**src/rtl/cordic_angle_reduce.sv**
```systemverilog
// cordic_angle_reduce: range-reduction front end of the CORDIC datapath.
// Pops raw Q(32-IN_FRAC).IN_FRAC angles from a first-word-fall-through FIFO,
// folds them into [-pi/2, pi/2] and emits a Q2.14 angle plus a negate flag
// (downstream negates both cos and sin when set). Three register stages with
// a single global stall; one angle per cycle when unstalled.
module cordic_angle_reduce #(
  parameter int IN_FRAC  = 20,
  parameter int OUT_FRAC = 14
) (
  input  logic        clk,
  input  logic        reset,
  input  logic        in_empty,
  input  logic [31:0] in_dout,
  output logic        in_rd_en,
  output logic        out_valid,
  input  logic        out_ready,
  output logic [15:0] out_theta,
  output logic        out_neg
);

  // pi scaled by 2^61, truncated; every constant below is rounded from it so
  // they all track IN_FRAC without hand-entered magic numbers.
  localparam logic [63:0] PI_Q61 = 64'h6487_ED51_10B4_611A;

  localparam logic [63:0] PI_U      = ((PI_Q61 >> (60 - IN_FRAC)) + 64'd1) >> 1;
  localparam logic [63:0] HALF_PI_U = ((PI_Q61 >> (61 - IN_FRAC)) + 64'd1) >> 1;

  localparam logic signed [32:0] K_PI      = PI_U[32:0];
  localparam logic signed [32:0] K_TWO_PI  = K_PI <<< 1;
  localparam logic signed [32:0] K_HALF_PI = HALF_PI_U[32:0];

  localparam int                 SH    = IN_FRAC - OUT_FRAC;
  localparam logic signed [32:0] K_RND = 33'sd1 <<< (SH - 1);
  localparam logic signed [32:0] Q_MAX = 33'sd32767;
  localparam logic signed [32:0] Q_MIN = -33'sd32768;

  // Pipeline state.
  logic                s1_valid;
  logic signed [32:0]  s1_theta;
  logic                s2_valid;
  logic signed [32:0]  s2_theta;
  logic                s2_neg;

  logic                advance;
  logic signed [32:0]  s1_in;
  logic signed [32:0]  s1_clamp;
  logic signed [32:0]  s1_wrap;
  logic signed [32:0]  s2_fold;
  logic                s2_fold_neg;
  logic signed [32:0]  s3_round;
  logic signed [32:0]  s3_shift;
  logic [15:0]         s3_sat;

  // Global stall: every stage moves together only when the output slot frees.
  assign advance  = !out_valid || out_ready;
  assign in_rd_en = reset && !in_empty && advance;

  // S1 combinational: clamp to +-2pi then wrap into [-pi, pi).
  always_comb begin
    // NOTE: every variable gets a default before any branch so no latch is inferred.
    s1_in    = {in_dout[31], in_dout};
    s1_clamp = s1_in;
    s1_wrap  = '0;
    if (s1_in > K_TWO_PI)
      s1_clamp = K_TWO_PI;
    else if (s1_in < -K_TWO_PI)
      s1_clamp = -K_TWO_PI;

    s1_wrap = s1_clamp;
    if (s1_clamp >= K_PI)
      s1_wrap = s1_clamp - K_TWO_PI;
    else if (s1_clamp < -K_PI)
      s1_wrap = s1_clamp + K_TWO_PI;
  end

  // S2 combinational: fold the outer half-circle by pi and request negation.
  always_comb begin
    s2_fold     = s1_theta;
    s2_fold_neg = 1'b0;
    if (s1_theta > K_HALF_PI) begin
      s2_fold     = s1_theta - K_PI;
      s2_fold_neg = 1'b1;
    end else if (s1_theta < -K_HALF_PI) begin
      s2_fold     = s1_theta + K_PI;
      s2_fold_neg = 1'b1;
    end
  end

  // S3 combinational: round half up to OUT_FRAC bits and saturate to 16 bits.
  always_comb begin
    s3_round = s2_theta + K_RND;
    s3_shift = s3_round >>> SH;
    s3_sat   = s3_shift[15:0];
    if (s3_shift > Q_MAX)
      s3_sat = 16'h7FFF;
    else if (s3_shift < Q_MIN)
      s3_sat = 16'h8000;
  end

  // Stage registers: all advance together or all hold; reset flushes in-flight words.
  always_ff @(posedge clk or negedge reset) begin
    // NOTE: datapath registers are reset too, so out_theta/out_neg read 0 in reset.
    if (!reset) begin
      s1_valid  <= 1'b0;
      s1_theta  <= '0;
      s2_valid  <= 1'b0;
      s2_theta  <= '0;
      s2_neg    <= 1'b0;
      out_valid <= 1'b0;
      out_theta <= '0;
      out_neg   <= 1'b0;
    end else if (advance) begin
      // NOTE: non-blocking assignments let each stage read the previous stage's old value.
      s1_valid  <= in_rd_en;
      s1_theta  <= s1_wrap;
      s2_valid  <= s1_valid;
      s2_theta  <= s2_fold;
      s2_neg    <= s2_fold_neg;
      out_valid <= s2_valid;
      out_theta <= s3_sat;
      out_neg   <= s2_neg;
    end
  end

endmodule
```
**config.mk**
```make
export PLATFORM = sky130hd
export DESIGN_NAME = cordic_angle_reduce
export DESIGN_NICKNAME = d
export VERILOG_FILES = /design/src/rtl/cordic_angle_reduce.sv
export SDC_FILE = /design/constraint.sdc
export NUM_CORES = 1
export LEC_CHECK = 0
export ABC_AREA = 1
export BUFFER_PORTS_ARGS = -buffer_cell sky130_fd_sc_hd__buf_2
export CAP_MARGIN = 20
export CORE_MARGIN = 5
export CORE_UTILIZATION = 40
export DETAILED_ROUTE_END_ITERATION = 8
export PLACE_DENSITY = 0.63
export SLEW_MARGIN = 20
export SYNTH_ARGS = -nofsm -noshare
export SYNTH_HDL_FRONTEND = slang
export SYNTH_SLANG_ARGS = --single-unit
```
**constraint.sdc**
```tcl
create_clock -name clk -period 3.2 [get_ports clk]
set_input_delay 0.48 -clock clk [delete_from_list [all_inputs] [get_ports clk]]
set_output_delay 0.48 -clock clk [all_outputs]
set_load 0.02 [all_outputs]
```
==> metrics.txt <==
FF+latch count, synth 82; largest family of logic cells by synthesized area simple AND/OR/NAND/NOR gates; fin. max-slew vios 0; initial antenna violation count 0; Starting Density 40.7%; Most used DFF post-synth dfrtp_1; EDFF count, synth 0; row count 56; Die Width 165 um; Crit path top cell by count nand2_1; Peak Freq 295 MHz; Final Hold Fails 0; sequential area share after synthesis 21.5%; Synth Area in Simple Gates around half; largest net degree at the start of global routing 58; Antenna Cells 0; drt drc 0; crit end category flip-flop; WL final around 34000 um; Post-Synth XOR/XNOR Area 6.78%; Iteration-0 DRC Markers 589; MaxCap Viol Count 0; total die area 27100 um2; leakage dissipation 6.95 nW; failing checks setup timing; Root Buffer clkbuf_16; CTS HTree Levels 3; TritonCTS clock tree yes; core area 23500 um2; first-pass GRT wire length 54200 um; Max FO, Critical Path 7; Final HPWL DP 26900 um; endpoints failing setup 32; Mapped Nets 1712; Final Critical Period 3.39 ns; Pre-Repair DR Iteration Count 5; mux share of post-synthesis cell area 0%; # hold bufs at CTS 0; Skew-Pair Late Insertion Delay 0.35 ns; vias in the first global route about 11000; Post-DRT Antenna Nets 0; CTS sink count 82; port bufs 54; post-layout net count 2030; worst slew pin tran about 0.7 ns; Adder-Cell Fraction of Synth Area 0.523%; Max rail drop VDD 0.000287 V; Netlist cell types 56; slowest CP cell ha_4; overall power around 0.0059 W; clk buf depth 2; Min-Delay Path Class in -> async; Inserted Clock Buffers 9; hold slack about 0.088 ns; final weighted congestion in routability-driven placement 0.989; Slew headroom 52.9%; Ys Warns 0; TNS Setup -4.58 ns; Max stage delay on crit path between 0.2 and 0.3 ns; total global routing overflow 0; routed vias 11600; Setup WS post-layout -0.188 ns; Pwr Density 441 nW/um2; outcome finished with violations; Setup crit start kind input pin; Tcrit/Tclk final 106%; Worst Path Buf+Inv 8; Netlist Area Pre-Place 9560 um2; Async SR Flop Fraction 100%; worst path arrival time 3.62 ns; Mapped Cells 1672; final clock skew ~0.011 ns; RSZ-0062 raised after global routing true; share of layout cells above drive strength 1 30.3%; Syn-to-layout area delta 40.6%; Synth Area in Compound Gates 9.31%; height of the chip ~160 um; Via density 5.01; crit path kind in -> reg; WL per Instance 14.6 um; gr usage total 24.7%; Synth Area per Inst 5.72 um2; num ports 55; Worst Path Required about 3.4 ns; clock-pin slew on the worst setup and hold paths 0.06 ns; Crit path max-delay family simple AND/OR/NAND/NOR gates
-- flip-flops by register name, summed over array words and instances (netlist names) --
name	flops
out_neg	1
out_theta	16
out_valid	1
s1_theta	33
s1_valid	1
s2_neg	1
s2_theta	28
s2_valid	1
-- cell usage in the layout, fill, tap and decap left out, types with 7 or more instances in the layout --
cell,instances
buf_4,284
nand2_1,559
buf_12,8
nand3_1,114
clkbuf_16,11
buf_6,13
nor2_4,19
o21ai_0,67
nand3_2,15
a21oi_1,40
nor4_1,16
o21ai_1,9
nand4_1,49
nor3_1,27
nor3_2,7
buf_2,51
o21ai_2,8
xnor2_1,14
nor2_1,141
nand2_4,21
xor2_1,60
nor2_2,32
inv_1,174
dfrtp_1,82
inv_2,22
nand2_2,66
-- worst register-to-register path, stage by stage (launching register included) --
cell and delay (ns):
dfrtp_1 0.39, ha_1 0.20, nand2_1 0.07, nor2_2 0.15, nand3_2 0.13, nor2_2 0.19, nand2_2 0.08, nor2_2 0.18
inv_1 0.10, nor2_1 0.16, nand4_1 0.12, xor2_1 0.20, nand3_1 0.09, nor2_1 0.09, nand3_1 0.11, o21ai_4 0.14
buf_4 0.21, nand2_1 0.07, nand2_1 0.10, nand2_1 0.06
-- area by class of cell --
class | count | area [um2]
multi-input cells | 1330 | 7030
inverters | 204 | 791
clock buffers | 10 | 229
clock inverters | 6 | 91.3
fillers | 2332 | 10000
well taps | 319 | 399
repair buffers | 363 | 2840
flip-flops and latches | 82 | 2050
-- report_power, final --
part / switching [W] / total, W / internal, W
Combinational: 0.00184 / 0.00298 / 0.00114
Sequential: 0.000416 / 0.00182 / 0.00140
Clock: 0.000441 / 0.00113 / 0.000687
Total: 0.00270 / 0.00593 / 0.00323
-- cell families after synthesis --
family,count (synthesis)
adder cells (fa/ha/maj),4
XOR/XNOR,74
buffers and inverters,260
AO/OA/AOI/OAI,160
AND/OR/NAND/NOR,1092
flip-flops,82
-- routing by layer --
layer | vias up | GRT usage, % | share of wire, % | wire (um)
met2 | 319 | 46.6 | 51 | 17300
met3 | 83 | 1.92 | 3.6 | 1220
met4 | 0 | 9.53 | 4.6 | 1550
met1 | 5223 | 28.9 | 41 | 13700
met5 | - | 0 | 0 | 0
li1 | 5972 | - | - | -
-- per-stage QoR --
step	util (%)	setup slack [ns]	cell area (um2)	std cells
finish	57.2	-0.188	13400	2314
CTS	54.9	-0.207	12900	2304
global placement	51.2	-0.619	12000	2266
global route	57.2	-0.413	13400	2314
floorplan	-	-0.0236	9650	1672
detailed placement	51.2	-0.645	12000	2266
-- repair_timing --
| item | in CTS | in global routing |
|---|---|---|
| buffers inserted | 19 | 9 |
| resized for setup | 102 | 129 |
| gates cloned | 3 | 1 |
| pin swaps | 33 | 70 |
| endpoints found under the setup margin | 32 | 46 |
-- synth_stat cells, types with 2 or more instances --
master | number | area [um2]
nand2_1 | 625 | 2350
inv_1 | 194 | 728
nor2_1 | 179 | 672
nand3_1 | 131 | 656
dfrtp_1 | 82 | 2050
o21ai_0 | 74 | 370
xor2_1 | 60 | 526
nand4_1 | 49 | 307
a21oi_1 | 46 | 230
nor3_1 | 33 | 165
nand2_2 | 17 | 106
nor4_1 | 17 | 106
buf_6 | 16 | 180
clkbuf_1 | 14 | 52.6
xnor2_1 | 14 | 123
nor2_2 | 13 | 81.3
buf_4 | 12 | 90.1
o21ai_1 | 9 | 45.0
inv_2 | 7 | 26.3
nand2_4 | 6 | 67.6
or2_2 | 6 | 37.5
a31oi_1 | 5 | 31.3
buf_2 | 4 | 20.0
ha_1 | 4 | 50.1
o22ai_1 | 4 | 25.0
buf_8 | 3 | 45.0
clkinv_1 | 3 | 11.3
dlygate4sd3_1 | 3 | 30.0
nand3b_1 | 3 | 22.5
nor3_2 | 3 | 30.0
nor3b_1 | 3 | 22.5
o21bai_1 | 3 | 22.5
o31ai_1 | 3 | 22.5
nand3_2 | 2 | 20.0
o21ai_2 | 2 | 17.5
o311ai_0 | 2 | 17.5
o32ai_1 | 2 | 17.5
-- worst paths after layout --
path                                    startpoint                  endpoint  slack, ns  depth (start not counted)
min                                          reset     out_valid$_DFFE_PN0P_       0.09                          1
min reg2reg                   s2_valid$_DFFE_PN0P_     out_valid$_DFFE_PN0P_       0.46                          2
max                                    in_dout[10]  s1_theta[14]$_DFFE_PN0P_      -0.19                         29
min in group clk                          in_empty      s1_valid$_DFFE_PN0P_       0.34                          2
max reg2reg                s2_theta[5]$_DFFE_PN0P_  out_theta[5]$_DFFE_PN0P_       0.25                         19
max in group asynchronous                    reset  s1_theta[26]$_DFFE_PN0P_       2.12                          2
Power figures use the tool's default switching activity.
